<file path="src/rtl/ysyx_22040088_mem_arbiter.sv">
// IFU/LSU arbiter for the single downstream memory port.
// One outstanding transaction, registered grant, response watchdog.
module ysyx_22040088_mem_arbiter #(
    parameter int          LSU_PRIO = 1,
    parameter int unsigned TIMEOUT  = 255,
    parameter int unsigned CNT_W    = 8
) (
    input  logic        clk,
    input  logic        rst,

    input  logic        ifu_req_valid,
    output logic        ifu_req_ready,
    input  logic [63:0] ifu_addr,
    output logic        ifu_resp_valid,
    output logic [63:0] ifu_rdata,
    output logic        ifu_resp_err,

    input  logic        lsu_req_valid,
    output logic        lsu_req_ready,
    input  logic [63:0] lsu_addr,
    input  logic        lsu_wen,
    input  logic [63:0] lsu_wdata,
    input  logic [7:0]  lsu_wmask,
    output logic        lsu_resp_valid,
    output logic [63:0] lsu_rdata,
    output logic        lsu_resp_err,

    output logic        mem_req_valid,
    input  logic        mem_req_ready,
    output logic [63:0] mem_addr,
    output logic        mem_wen,
    output logic [63:0] mem_wdata,
    output logic [7:0]  mem_wmask,
    input  logic        mem_resp_valid,
    input  logic [63:0] mem_rdata,

    output logic        arb_busy,
    output logic        err_unexp
);

    typedef enum logic [1:0] {
        IDLE,
        GNT_IF,
        GNT_LS,
        WAIT_RESP
    } state_t;

    typedef enum logic {
        OWN_IF,
        OWN_LS
    } owner_t;

    localparam bit WDOG_EN = (TIMEOUT != 0);
    localparam logic [CNT_W-1:0] WDOG_LAST =
        WDOG_EN ? CNT_W'(TIMEOUT - 1) : '0;

    state_t           state;
    state_t           state_nxt;
    owner_t           owner;
    owner_t           owner_nxt;
    owner_t           last_grant;
    owner_t           last_grant_nxt;
    logic [CNT_W-1:0] wdog;
    logic [CNT_W-1:0] wdog_nxt;

    logic             resp_fire;
    logic             resp_err;
    logic [63:0]      resp_data;
    logic             pick_ls;

    // Round-robin favours whoever did not win last time.
    assign pick_ls = (LSU_PRIO != 0) || (last_grant == OWN_IF);

    always_comb begin
        state_nxt      = state;
        owner_nxt      = owner;
        last_grant_nxt = last_grant;
        wdog_nxt       = wdog;

        mem_req_valid  = 1'b0;
        mem_addr       = '0;
        mem_wen        = 1'b0;
        mem_wdata      = '0;
        mem_wmask      = '0;
        ifu_req_ready  = 1'b0;
        lsu_req_ready  = 1'b0;

        resp_fire      = 1'b0;
        resp_err       = 1'b0;
        resp_data      = '0;

        if (!rst) begin
            unique case (state)
                IDLE: begin
                    if (ifu_req_valid && lsu_req_valid) begin
                        if (pick_ls) begin
                            state_nxt      = GNT_LS;
                            owner_nxt      = OWN_LS;
                            last_grant_nxt = OWN_LS;
                        end else begin
                            state_nxt      = GNT_IF;
                            owner_nxt      = OWN_IF;
                            last_grant_nxt = OWN_IF;
                        end
                    end else if (ifu_req_valid) begin
                        state_nxt      = GNT_IF;
                        owner_nxt      = OWN_IF;
                        last_grant_nxt = OWN_IF;
                    end else if (lsu_req_valid) begin
                        state_nxt      = GNT_LS;
                        owner_nxt      = OWN_LS;
                        last_grant_nxt = OWN_LS;
                    end
                end

                GNT_IF: begin
                    mem_req_valid = ifu_req_valid;
                    mem_addr      = ifu_addr;
                    ifu_req_ready = ifu_req_valid && mem_req_ready;
                    if (ifu_req_ready) begin
                        state_nxt = WAIT_RESP;
                        wdog_nxt  = '0;
                    end
                end

                GNT_LS: begin
                    mem_req_valid = lsu_req_valid;
                    mem_addr      = lsu_addr;
                    mem_wen       = lsu_wen;
                    mem_wdata     = lsu_wdata;
                    mem_wmask     = lsu_wmask;
                    lsu_req_ready = lsu_req_valid && mem_req_ready;
                    if (lsu_req_ready) begin
                        state_nxt = WAIT_RESP;
                        wdog_nxt  = '0;
                    end
                end

                WAIT_RESP: begin
                    // A real response beats a timeout in the same cycle.
                    if (mem_resp_valid) begin
                        resp_fire = 1'b1;
                        resp_data = mem_rdata;
                        state_nxt = IDLE;
                    end else if (WDOG_EN && (wdog == WDOG_LAST)) begin
                        resp_fire = 1'b1;
                        resp_err  = 1'b1;
                        state_nxt = IDLE;
                    end else begin
                        wdog_nxt = wdog + CNT_W'(1);
                    end
                end

                default: begin
                    state_nxt = IDLE;
                end
            endcase
        end
    end

    assign ifu_resp_valid = resp_fire && (owner == OWN_IF);
    assign ifu_resp_err   = resp_err && (owner == OWN_IF);
    assign ifu_rdata      = (owner == OWN_IF) ? resp_data : '0;

    assign lsu_resp_valid = resp_fire && (owner == OWN_LS);
    assign lsu_resp_err   = resp_err && (owner == OWN_LS);
    assign lsu_rdata      = (owner == OWN_LS) ? resp_data : '0;

    assign arb_busy = (state != IDLE);

    always_ff @(posedge clk) begin
        if (rst) begin
            state      <= IDLE;
            owner      <= OWN_IF;
            last_grant <= OWN_LS;
            wdog       <= '0;
            err_unexp  <= 1'b0;
        end else begin
            state      <= state_nxt;
            owner      <= owner_nxt;
            last_grant <= last_grant_nxt;
            wdog       <= wdog_nxt;
            if (mem_resp_valid && (state != WAIT_RESP)) begin
                err_unexp <= 1'b1;
            end
        end
    end

endmodule

</file>
<file path="config.mk">
export PLATFORM = sky130hd
export DESIGN_NAME = ysyx_22040088_mem_arbiter
export DESIGN_NICKNAME = d
export VERILOG_FILES = /design/src/rtl/ysyx_22040088_mem_arbiter.sv
export SDC_FILE = /design/constraint.sdc
export NUM_CORES = 1
export LEC_CHECK = 0
export ABC_AREA = 1
export CAP_MARGIN = 30
export CORE_AREA = 2 2 214 216
export CTS_CLUSTER_SIZE = 8
export DETAILED_ROUTE_END_ITERATION = 10
export DIE_AREA = 0 0 216 218
export GPL_ROUTABILITY_DRIVEN = 0
export PLACE_DENSITY_LB_ADDON = 0.15
export SYNTH_ARGS = -nofsm -noshare
export SYNTH_HDL_FRONTEND = slang
export SYNTH_SLANG_ARGS = --single-unit
</file>
<file path="constraint.sdc">
create_clock -name clk -period 4.2 [get_ports clk]
set_input_delay 1.26 -clock clk [delete_from_list [all_inputs] [get_ports clk]]
set_output_delay 1.26 -clock clk [all_outputs]
set_load 0.02 [all_outputs]
</file>
== Word-level counts from Yosys, hierarchy flattened ==
Index checks and enable logic that the tools add are counted.
Widths: inputs -> output; s select.
Cells by class
  bitwise logic cells: 1
  divide/modulo/power cells: 0
  reductions and logical operators: 15
  magnitude comparators: 0
  multipliers: 0
  eq/ne operators: 11
  shifts and indexed selects: 0
  multiplexer cells: 42
  add/subtract/negate cells: 1
Operators with widths (count)
  $mux 64: 8
  $pmux 64 s2: 1
  $mux 8: 6
  $pmux 8 s3: 1
  $mux 1: 17
  $mux 2: 7
  $ne 2x2->1 const B: 5
  $add 8x1->8 const B: 1
  $eq 8x8->1 const B: 1
  $logic_and 1x1->1: 8
  $pmux 2 s4: 1
  $reduce_bool 3->1: 2
  $reduce_and 5->1: 1
  $eq 2x2->1 const B: 2
  $ne 4x4->1 const B: 1
  $reduce_and 4->1: 1
  $ne 3x3->1 const B: 1
  $eq 2x1->1 const B: 1
  $logic_not 2->1: 1
  $pmux 1 s2: 1
  $reduce_and 2->1: 1
  $reduce_bool 2->1: 1
  $not 1->1: 1
Word-level totals
  memories kept: 0
  input bits: 271
  output and inout bits: 274
  logic and storage cells: 74
  bits in writable memories: 0
  bits in registers: 12
  memory bits (read-only): 0
  latch bits: 0

== Depth between registers and ports, before layout ==
  depth in word-level cells: 6
  mapped depth: 11
  depth with buffers taken out: 10

== Worst setup path before layout ==
OpenSTA, ideal clock, no wires.
  path kind: input -> output
  start: input port rst
  end: output port lsu_rdata[51]
  path buffers: 2
  arrival: 2234 ps
  cell stages on the path: 7
  setup slack: 706 ps
  data required time: 2940 ps
  path through: inv_2 > nand2_1 > clkinv_2 > nand2_2 > buf_6 > buf_6 > nor3_1
Between the ends
  cells in the longest elaborated chain, start to end: 2
RTL lines
  start: declaration: RTL line 9  | input logic rst,
  $mux 64: RTL line 92  | if (!rst) begin
  $mux 64: RTL line 167  | assign lsu_rdata = (owner == OWN_LS) ? resp_data : '0;
  end: declaration: RTL line 25  | output logic [63:0] lsu_rdata,
No other way between the ends.

== Final worst setup path ==
  start: input port mem_resp_valid
  end: output port ifu_rdata[0]
Between the ends
  cells in the longest elaborated chain, start to end: 4
RTL lines
  start: declaration: RTL line 34  | input logic mem_resp_valid,
  $mux 64: RTL line 141  | if (mem_resp_valid) begin
  $mux 64: RTL line 93  | unique case (state)
  $mux 64: RTL line 92
  $mux 64: RTL line 163  | assign ifu_rdata = (owner == OWN_IF) ? resp_data : '0;
  end: declaration: RTL line 15  | output logic [63:0] ifu_rdata,
No other way between the ends.

==> reports/qor.txt <==
Status - finished, final reports clean
Rel. slew slack - 48.7%
Yosys reg bits - 12
Design Power - 2720 µW
Area Growth Syn to Fin - 152%
Vias - 6493
Initial DRT Pass Iterations - 4
CTS hold repair buffers - 0
Syn Inst Count - 734
RSZ-0062 raised after global routing - no
Switching share of power - 55.2%
Area after DPL - 0.0102 mm²
Via density per instance - 3.51
Drt wl/cell - 15.1 µm
Final Hold Violating Endpoints - 0
Antenna violations before repair - 4
Worst EP arrival - 2810 ps
Worst skew pair latency - 250 ps
Die area - 0.0471 mm²
Pint - 1220 µW
Crit path kind - in -> out
Most common cell after layout, fill and taps aside - clkdlybuf4s50_1
Core area - 0.0449 mm²
Pins Over Slew Limit - 0
Ports - 545
Initial Utilization - 8.95%
Die extent in y - 218 µm
Max-cap violations - 0
F_max - 245 MHz
Clock share of power - 7.4%
Final wirelength - 28000 µm
Share of cells above drive strength 1 - 13.2%
Mean Syn Cell Area - 5.47 µm²
Leakage power - 0.00435 µW
Fin crit share - 97.0%
Pwr dens - 268 mW/mm²
# rows - 78
CP required - 2940 ps
Startpoint types - input pin
Max clock buf depth - 2
Commonest cells after routing, fill and taps aside - clkdlybuf4s50_1, nand2_1, dlygate4sd2_1
Syn. warnings - 0
CTS Root Cell - clkbuf_16
Layout Skew - 0.948 ps
Mapped Area - 0.00402 mm²
Initial DRC count - 173
Inst Count DP - 1843
Dpl hpwl - 23300 µm
Yosys cell types - 24
Largest net degree at the start of global routing - 76
CP max FO - 11
Sequential power share - 5.5%
Clock Pin Slew Worst Setup and Hold Paths - 50 ps
CTS tree - yes
Nets - 1526
Switch Pwr - 1500 µW
Port bufs - 544
Min cycle time layout - 4070 ps
Critical Path End Type - output port
Worst hold margin - 483 ps
Die Wd - 216 µm
Combinational share of power - 87.1%
Routed Antenna Nets - 0
First-pass GRT wire length - 39100 µm
CTS sink cnt - 12
Cell Count, Final, Fillers Out - 1848
Vias in the first global route - 6269
Cell area after layout - 0.0101 mm²
CTS buffer count - 3
Post-Route Setup TNS - 0 ps
Type of the tightest min-delay check - reg -> reg
Drc violations - 0
Synthesized net count - 1012
Worst vdd ir - 230 µV
# setup viols final - 0
Sequential-to-total area share from yosys stat - 5.98%
CTS H-tree lvls - 1
GRT Total Usage - 10.7%
Grt total ovfl - 0
Worst-margin pin slew - 770 ps
## worst max-delay path, stage by stage
cell and delay [ps]:
clkdlybuf4s50_1 590, nand2_8 130, nor3_1 170, clkdlybuf4s50_1 650
## registers in the layout, summed over array words and instances, names as in the netlist
signal,flops
err_unexp,1
state,2
owner,1
wdog,8
## per-layer routing
layer  track usage, %  part of all wire (%)  vias up
met2             21.2                    53      327
met1             11.3                    37     2838
met5                0                 0.096        -
li1                 -                     -     3312
met3             3.12                   8.9       12
met4             1.60                   1.0        4
## through the flow
stage,utilization (%),worst slack (ps)
after floorplan,-,706
after global placement,22.6,-138
after detailed placement,22.6,-138
after CTS,22.5,2.03
after global routing,22.6,12.1
final,22.6,125
## kinds of logic after synthesis
group	count (synthesis)	share of synthesized area, %
AOI/OAI and AO/OA	82	10.3
adders and majority gates	7	2.18
buffers and inverters	152	17.8
DFF	12	5.98
and+or+nand+nor	481	63.7
## synthesized netlist by cell type, drive strengths merged
master | count | share of area (%)
o21ai | 9 | 1.1
a21boi | 1 | 0.19
ha | 7 | 2.2
inv | 83 | 7.8
buf | 51 | 8.3
nand2 | 245 | 23
nor3 | 130 | 30
nand3 | 14 | 1.9
dfxtp | 12 | 6.0
nor2 | 90 | 8.5
nand3b | 1 | 0.19
nand4 | 1 | 0.16
o21bai | 1 | 0.19
clkinv | 1 | 0.12
clkbuf | 17 | 1.6
a21oi | 71 | 8.8
## final cells by class
cell class              count  area, µm²
diodes                      1       2.50
clock buffers               4       88.8
fillers                  5116      34800
inverters                  84        318
multi-input cells         570       3090
flip-flops and latches     12        244
well taps                 600        751
repair buffers            577       5630
## worst paths after layout
kind | startpoint | to | slack, ps | depth (start not counted)
max | mem_resp_valid | ifu_rdata[0] | 130 | 4
min | err_unexp$_SDFFE_PP0P_ | err_unexp$_SDFFE_PP0P_ | 480 | 2
min reg2reg | err_unexp$_SDFFE_PP0P_ | err_unexp$_SDFFE_PP0P_ | 480 | 2
max reg2reg | state[0]$_SDFFE_PP0P_ | wdog[5]$_SDFFE_PP0P_ | 2220 | 10
## power by group through the flow
stage,sequential (µW),combinational [µW],clock (µW)
floorplan,147,1270,0
CTS,151,2430,205
finish,151,2370,201
global route,154,2580,207
detailed placement,154,2440,0
global placement,154,2460,0
## repair_timing
item / in CTS / in global routing
gates resized for setup: 119 / 8
setup buffers: 0 / 0
pin swaps: 0 / 0
setup endpoints to repair: 119 / 8
gates cloned: 0 / 0
hold endpoints to repair: 0 / 0
Note: power is estimated with default switching activity, not from simulation.
